## config.mk

```make
export PLATFORM = sky130hd
export DESIGN_NAME = masked_serial_layer
export DESIGN_NICKNAME = d
export VERILOG_FILES = /design/src/rtl/masked_serial_layer.sv
export SDC_FILE = /design/constraint.sdc
export NUM_CORES = 2
export LEC_CHECK = 0
export CORE_MARGIN = 2
export CORE_UTILIZATION = 55
export CTS_CLUSTER_SIZE = 10
export DETAILED_ROUTE_END_ITERATION = 6
export PLACE_DENSITY = 0.8
export SKIP_LAST_GASP = 1
export SLEW_MARGIN = 20
export SYNTH_ARGS = -nofsm -noshare
export SYNTH_HDL_FRONTEND = slang
export SYNTH_SLANG_ARGS = --single-unit
export TNS_END_PERCENT = 100
```

## constraint.sdc

```tcl
create_clock -name clk -period 14.2 [get_ports clk]
set_clock_uncertainty 0.05 [all_clocks]
set_input_delay 2.84 -clock clk [delete_from_list [all_inputs] [get_ports clk]]
set_output_delay 2.84 -clock clk [all_outputs]
set_load 0.02 [all_outputs]
```

## src/rtl/masked_serial_layer.sv

```systemverilog
// masked_serial_layer: one fully-connected layer evaluated one neuron at a
// time on a single shared MAC unit. The running sum is kept as two
// arithmetic shares that are re-masked with fresh randomness every cycle.
// The sum is recombined only in the combinational output path.
//
// Ports:
//   clk, rst           clock, asynchronous active-high reset
//   start, inputs_flat start pulse (honoured in IDLE only), input vector
//   busy               high while a layer pass is in progress
//   w_addr, w_data     weight fetch (data returns one cycle after address)
//   b_addr, b_data     bias fetch (data returns one cycle after address)
//   rnd                fresh mask word, consumed on every MAC cycle
//   out_valid/ready    result stream handshake
//   out_data, out_idx  neuron result and its index
//   done               one-cycle pulse after the last result handshake
module masked_serial_layer #(
    parameter int INPUT_SIZE  = 10,
    parameter int OUTPUT_SIZE = 10,
    parameter int WIDTH       = 16,
    parameter int FRAC_BITS   = 8,
    parameter int ACC_WIDTH   = 2*WIDTH+8,
    parameter bit RELU_EN     = 1'b1,
    localparam int WA = (INPUT_SIZE*OUTPUT_SIZE > 1) ?
                        $clog2(INPUT_SIZE*OUTPUT_SIZE) : 1,
    localparam int NW = (OUTPUT_SIZE > 1) ? $clog2(OUTPUT_SIZE) : 1
) (
    input  logic                        clk,
    input  logic                        rst,
    input  logic                        start,
    input  logic [INPUT_SIZE*WIDTH-1:0] inputs_flat,
    output logic                        busy,
    output logic [WA-1:0]               w_addr,
    input  logic [WIDTH-1:0]            w_data,
    output logic [NW-1:0]               b_addr,
    input  logic [WIDTH-1:0]            b_data,
    input  logic [ACC_WIDTH-1:0]        rnd,
    output logic                        out_valid,
    input  logic                        out_ready,
    output logic [WIDTH-1:0]            out_data,
    output logic [NW-1:0]               out_idx,
    output logic                        done
);

    localparam logic [1:0] S_IDLE  = 2'd0;
    localparam logic [1:0] S_MAC   = 2'd1;
    localparam logic [1:0] S_FINAL = 2'd2;
    localparam logic [1:0] S_OUT   = 2'd3;

    localparam int KW = $clog2(INPUT_SIZE+1);

    localparam logic signed [ACC_WIDTH-1:0] SAT_HI =
        {{(ACC_WIDTH-WIDTH+1){1'b0}}, {(WIDTH-1){1'b1}}};
    localparam logic signed [ACC_WIDTH-1:0] SAT_LO =
        {{(ACC_WIDTH-WIDTH+1){1'b1}}, {(WIDTH-1){1'b0}}};

    logic [1:0]                  state;
    logic [KW-1:0]               k;
    logic [NW-1:0]               neuron;
    logic [WA-1:0]               w_base;
    logic [INPUT_SIZE*WIDTH-1:0] in_lat;
    logic [INPUT_SIZE*WIDTH-1:0] in_rot;
    logic [ACC_WIDTH-1:0]        s0;
    logic [ACC_WIDTH-1:0]        s1;
    logic [WIDTH-1:0]            bias;

    logic signed [2*WIDTH-1:0]   prod;
    logic [ACC_WIDTH-1:0]        p;
    logic [ACC_WIDTH-1:0]        sum;
    logic signed [ACC_WIDTH-1:0] scaled;
    logic signed [ACC_WIDTH-1:0] r_full;
    logic [WIDTH-1:0]            r_sat;
    logic                        k_last;

    // The input latch rotates one element per product, so the element
    // needed next is always in the low slot; after INPUT_SIZE products it
    // is back in its original order for the next neuron.
    generate
        if (INPUT_SIZE > 1) begin : g_rot
            assign in_rot = {in_lat[WIDTH-1:0],
                             in_lat[INPUT_SIZE*WIDTH-1:WIDTH]};
        end else begin : g_norot
            assign in_rot = in_lat;
        end
    endgenerate

    assign k_last = (k == KW'(INPUT_SIZE));

    assign prod = $signed(in_lat[WIDTH-1:0]) * $signed(w_data);
    assign p    = {{(ACC_WIDTH-2*WIDTH){prod[2*WIDTH-1]}}, prod};

    // Only place the two shares are ever combined.
    assign sum    = s0 + s1;
    assign scaled = $signed(sum) >>> FRAC_BITS;
    assign r_full = scaled + {{(ACC_WIDTH-WIDTH){bias[WIDTH-1]}}, bias};

    always_comb begin
        r_sat = r_full[WIDTH-1:0];
        if (r_full > SAT_HI) begin
            r_sat = {1'b0, {(WIDTH-1){1'b1}}};
        end else if (r_full < SAT_LO) begin
            r_sat = {1'b1, {(WIDTH-1){1'b0}}};
        end
        if (RELU_EN && r_sat[WIDTH-1]) begin
            r_sat = '0;
        end
    end

    assign w_addr = (state == S_MAC && !k_last) ? w_base + WA'(k) : '0;
    assign b_addr = neuron;

    always_ff @(posedge clk or posedge rst) begin
        if (rst) begin
            state     <= S_IDLE;
            k         <= '0;
            neuron    <= '0;
            w_base    <= '0;
            in_lat    <= '0;
            s0        <= '0;
            s1        <= '0;
            bias      <= '0;
            busy      <= 1'b0;
            out_valid <= 1'b0;
            out_data  <= '0;
            out_idx   <= '0;
            done      <= 1'b0;
        end else begin
            done <= 1'b0;
            case (state)
                S_IDLE: begin
                    if (start) begin
                        in_lat <= inputs_flat;
                        neuron <= '0;
                        w_base <= '0;
                        k      <= '0;
                        s0     <= '0;
                        s1     <= '0;
                        busy   <= 1'b1;
                        state  <= S_MAC;
                    end
                end
                S_MAC: begin
                    // Cycle 0 only issues the first fetch; products
                    // start once the first weight has returned.
                    if (k != '0) begin
                        s0     <= s0 + p + rnd;
                        s1     <= s1 - rnd;
                        in_lat <= in_rot;
                    end
                    if (k == KW'(1)) begin
                        bias <= b_data;
                    end
                    if (k_last) begin
                        k     <= '0;
                        state <= S_FINAL;
                    end else begin
                        k <= k + 1'b1;
                    end
                end
                S_FINAL: begin
                    out_data  <= r_sat;
                    out_idx   <= neuron;
                    out_valid <= 1'b1;
                    state     <= S_OUT;
                end
                S_OUT: begin
                    if (out_ready) begin
                        out_valid <= 1'b0;
                        if (neuron == NW'(OUTPUT_SIZE-1)) begin
                            done  <= 1'b1;
                            busy  <= 1'b0;
                            state <= S_IDLE;
                        end else begin
                            neuron <= neuron + 1'b1;
                            w_base <= w_base + WA'(INPUT_SIZE);
                            s0     <= '0;
                            s1     <= '0;
                            state  <= S_MAC;
                        end
                    end
                end
                default: state <= S_IDLE;
            endcase
        end
    end

endmodule

```

# Word level (Yosys, flattened, before mapping)
# Index checks and enable logic that the tools add are counted.
# word_totals
register_bits	296
# op_classes
add_sub_neg	9
mul	1
order_cmp	2
eq_ne	12
muxes	38
n_reduce_logical	16
# op_table
operator	count
$mux 160	2
$pmux 160 s2	1
$pmux 40 s3	2
$mux 40	5
$add 40x40->40	3
$sub 40x40->40	1
$add 32x16->33	1
$gt 33x16->1 const B	1
$lt 33x16->1 const B	1
$mul 16x16->32	1
$mux 16	2
$mux 7	4
$mux 4	4
$pmux 4 s2	2
$mux 15	1
$pmux 7 s2	1
$ne 2x2->1 const B	5
$add 4x1->4 const B	2
$eq 4x4->1 const B	2
$mux 1	8
$pmux 2 s4	1
$reduce_and 4->1	2
$add 7x4->7	1
$add 7x4->7 const B	1
other kinds (15)	24

# Depth between registers and ports, before layout
# depth
depth_word	6
ltp_mapped	39
ltp_nobuf	38

# Worst setup path before layout
# OpenSTA, ideal clock, no wires.
# synth_path
path_type	input port to flip-flop
startpoint	input port w_data[1]
endpoint	register s0[39]
arrival_time_ns	11.359
required_time_ns	14.074
setup_slack_ns	2.715
path_stages	34
cell_sequence	clkbuf_1 -> nand2_1 -> inv_1 -> fa_1 -> fa_1 -> fa_1 -> fa_1 -> fa_1 -> inv_1 -> fa_1 -> inv_1 -> ha_1 -> a21o_1 -> a21o_1 -> a2111oi_0 -> a21oi_1 -> nor4b_2 -> nor2_1 -> a21o_1 -> a211oi_1 -> nor2_1 -> fa_1 -> ha_1 -> nand3_1 -> or4b_1 -> o211ai_1 -> a21oi_1 -> nor2b_1 -> a211oi_1 -> o21bai_1 -> a221oi_1 -> o311ai_2 -> xnor3_1 -> o21ai_1
# synth_between
elab_chain_len	5
# synth_lines
element	line	source
from (decl)	33	input logic [WIDTH-1:0] w_data,
$mul 16x16->32	88	assign prod = $signed(in_lat[WIDTH-1:0]) * $signed(w_data);
$add 40x40->40 (2 in series)	145	s0 <= s0 + p + rnd;
$mux 40	144	if (k != '0) begin
$pmux 40 s3	128	case (state)
to (signal assigned)	145	
to (decl)	62	logic [ACC_WIDTH-1:0] s0;
# Every way passes these cells. The select of a mux whose other input is x is not followed.
# A chain may end at the register's enable or synchronous reset.

# Worst setup path in the final report
# layout_path
startpoint	input port w_data[2]
endpoint	register s0[39]
# The elaborated chain is that of the path after synthesis.

==> reports/results.txt <==
Routed WL: 78.3 mm
CP max stage cell: fa_1
RR Startpoint: in_lat[15]
Reg clk slew, reported paths: 0.05 ns
Minimum clock period: 12.44 ns
R2R Setup Slk: 4.01 ns
Most common cell after layout, fill and taps aside: inv_1
Layout Cells excl Fill: 4,272
H-tree Lvls: 2
Post-CTS Setup Repair Bufs: 0
Syn avg cell area: 9.05 um2
Fillers: 4,549
Later-pin clock latency in the skew report: 0.57 ns
CTS tree: built
Part of the Yosys area used for sequential elements: 0.242
Worst Path Arrival: 12.88 ns
Status: completed
Initial core utilization: 0.554
Clk sinks: 294
IO Count: 270
Setup TNS Final: 0 ns
RSZ-0062 raised after global routing: false
Final hold vios: 0
CORE AREA: 54,900 um2
Share of cells above drive strength 1: 0.0292
P&R area growth vs syn: 14.3%
Yosys warnings: 0
First DRT Iteration DRCs: 1,515
Final global-route overflow total: 0
CTS resizes: 0
Clock tree buffer depth: 3
Crit path max fanout: 16
Vias in the first global route: 25,100
Crit. Startpoint: w_data[2]
Setup CP Type: input pin to flop
Commonest non-fill, non-tap cells in the layout: inv_1 (443), nand2_1 (418), fa_1 (304), o21ai_0 (302), dfrtp_1 (294)
Hold/Removal Path Class: flop to flop
HPWL Detailed: 60.7 mm
PortBufs: 268
GP Congestion: 0.908
CP endpoint kind: flop
Final critical-path share of the clock period: 0.876
Ys flop type: dfrtp_1
DR vias/cell: 5.69
Pins Over Slew Limit: 0
GR Util All Layers: 0.285
Final setup vio count: 0
Top cell by count, worst path: fa_1
Initial antenna violation count: 8
Ys async rst share: 1.00
Syn Std Cell Area: 30,400 um2
Wire per inst: 18.3 um
Die width: 239 um
Max-cap violations: 0
Worst Setup EP: s0[39]
Register bit count reported by yosys: 294
DR vias: 24,300
DRC: 0
Inst Count DP: 4,217
Die ar.: 57,200 um2
Drt pass-1 iters: 5
Cells after Synth: 3,359
First-pass GRT wire length: 129 mm
ANT nets after route: 0
Worst R2R Path Depth: 32
Largest net degree at the start of global routing: 140
Worst relative slew slack: 0.259
Crit path required time: 14.64 ns
Max incr delay on CP: 0.93 ns
Post-synth EDFFs: 0
CTS Root Cell: clkbuf_16
Slew @ Worst Pin: 1.11 ns
Cts hold-fix bufs: 0
Cell variety after synth: 73
Post-layout net count: 4,331
CTS Buf Count: 37
Worst reg2reg endpoint: s0[39]
Crit path launch type: input pin
Max Fclk: 80.4 MHz
Syn_nets: 4,138
Die height: 239 um
Std-Cell Rows: 86
Final core occ: 0.633
critical path: cells and delay by family:
| kind | cells | cell delay (ns) |
|---|---|---|
| xor gates and xnor gates | 2 | 0.53 |
| adders and majority gates | 9 | 4.63 |
| buffers and inverters | 4 | 1.14 |
| AOI/OAI and AO/OA | 9 | 2.01 |
| and+or+nand+nor | 9 | 1.71 |
layout make-up:
cell class,instances,area [um2],share of cell area
Multi-Input combinational cell,2493,20900,0.602
Sequential cell,294,7360,0.212
Timing Repair Buffer,281,2800,0.0805
Inverter,445,1680,0.0483
Clock buffer,50,1000,0.0289
Tap cell,704,881,0.0254
Clock inverter,4,96.3,0.00277
Antenna cell,1,2.50,0.0000721
flip-flops by register name, indices dropped and copies added, names as in the netlist:
register / flops
in_lat: 160
s0: 40
s1: 40
bias: 16
out_data: 15
w_base: 6
b_addr: 4
k: 4
out_idx: 4
state: 2
busy: 1
done: 1
out_valid: 1
cell usage after synthesis, types with 15 or more instances:
library cell,instances,area [um2]
a211oi_1,24,180
a21o_1,68,510
a21oi_1,158,791
a31oi_1,21,131
and2_1,133,832
and3_1,25,156
clkbuf_1,123,462
dfrtp_1,294,7360
fa_1,304,6090
ha_1,239,2990
inv_1,444,1670
mux2_2,20,225
mux2i_1,163,1630
nand2_1,418,1570
nand2b_1,26,163
nand3_1,40,200
nand4_1,17,106
nor2_1,117,439
nor2b_1,23,144
nor3_1,23,115
o211ai_1,15,113
o21a_1,26,195
o21ai_0,302,1510
o21bai_1,23,173
o31ai_1,20,150
xnor2_1,100,876
xor2_1,52,455
worst min path at each step:
stage	cells past startpoint	start	slack, ns	end
after CTS	2	in_lat[66]	0.43	in_lat[66]
final	2	in_lat[26]	0.43	in_lat[26]
after global placement	2	in_lat[71]	0.41	in_lat[71]
after floorplan	2	in_lat[100]	0.40	in_lat[100]
after global routing	2	in_lat[80]	0.45	in_lat[80]
after detailed placement	2	in_lat[99]	0.42	in_lat[99]
cells by family after synthesis:
family                   count (synthesis)  synth area share
flip-flops                             294             0.242
XOR/XNOR                               153            0.0445
other                                    1          0.000123
buffers and inverters                  572            0.0709
AO/OA/AOI/OAI                          738             0.147
multiplexers                           183            0.0611
AND/OR/NAND/NOR                        875             0.136
adder cells (fa/ha/maj)                543             0.299
through the flow:
| step | worst slack [ns] | area, um2 | hold WS, ns |
|---|---|---|---|
| floorplan | 2.71 | 30400 | 0.400 |
| global placement | 1.42 | 33600 | 0.410 |
| detailed placement | 1.23 | 33600 | 0.420 |
| CTS | 1.79 | 34700 | 0.432 |
| global route | 1.21 | 34700 | 0.449 |
| finish | 1.76 | 34700 | 0.427 |
layer usage:
layer | global-route usage | wire, um
met1 | 0.355 | 31900
met2 | 0.490 | 38000
met3 | 0.0704 | 5990
met4 | 0.0811 | 2300
met5 | 0 | 81
Power is not shown: default switching activity piles up to over one toggle a cycle in this logic, so the estimate is an artifact.
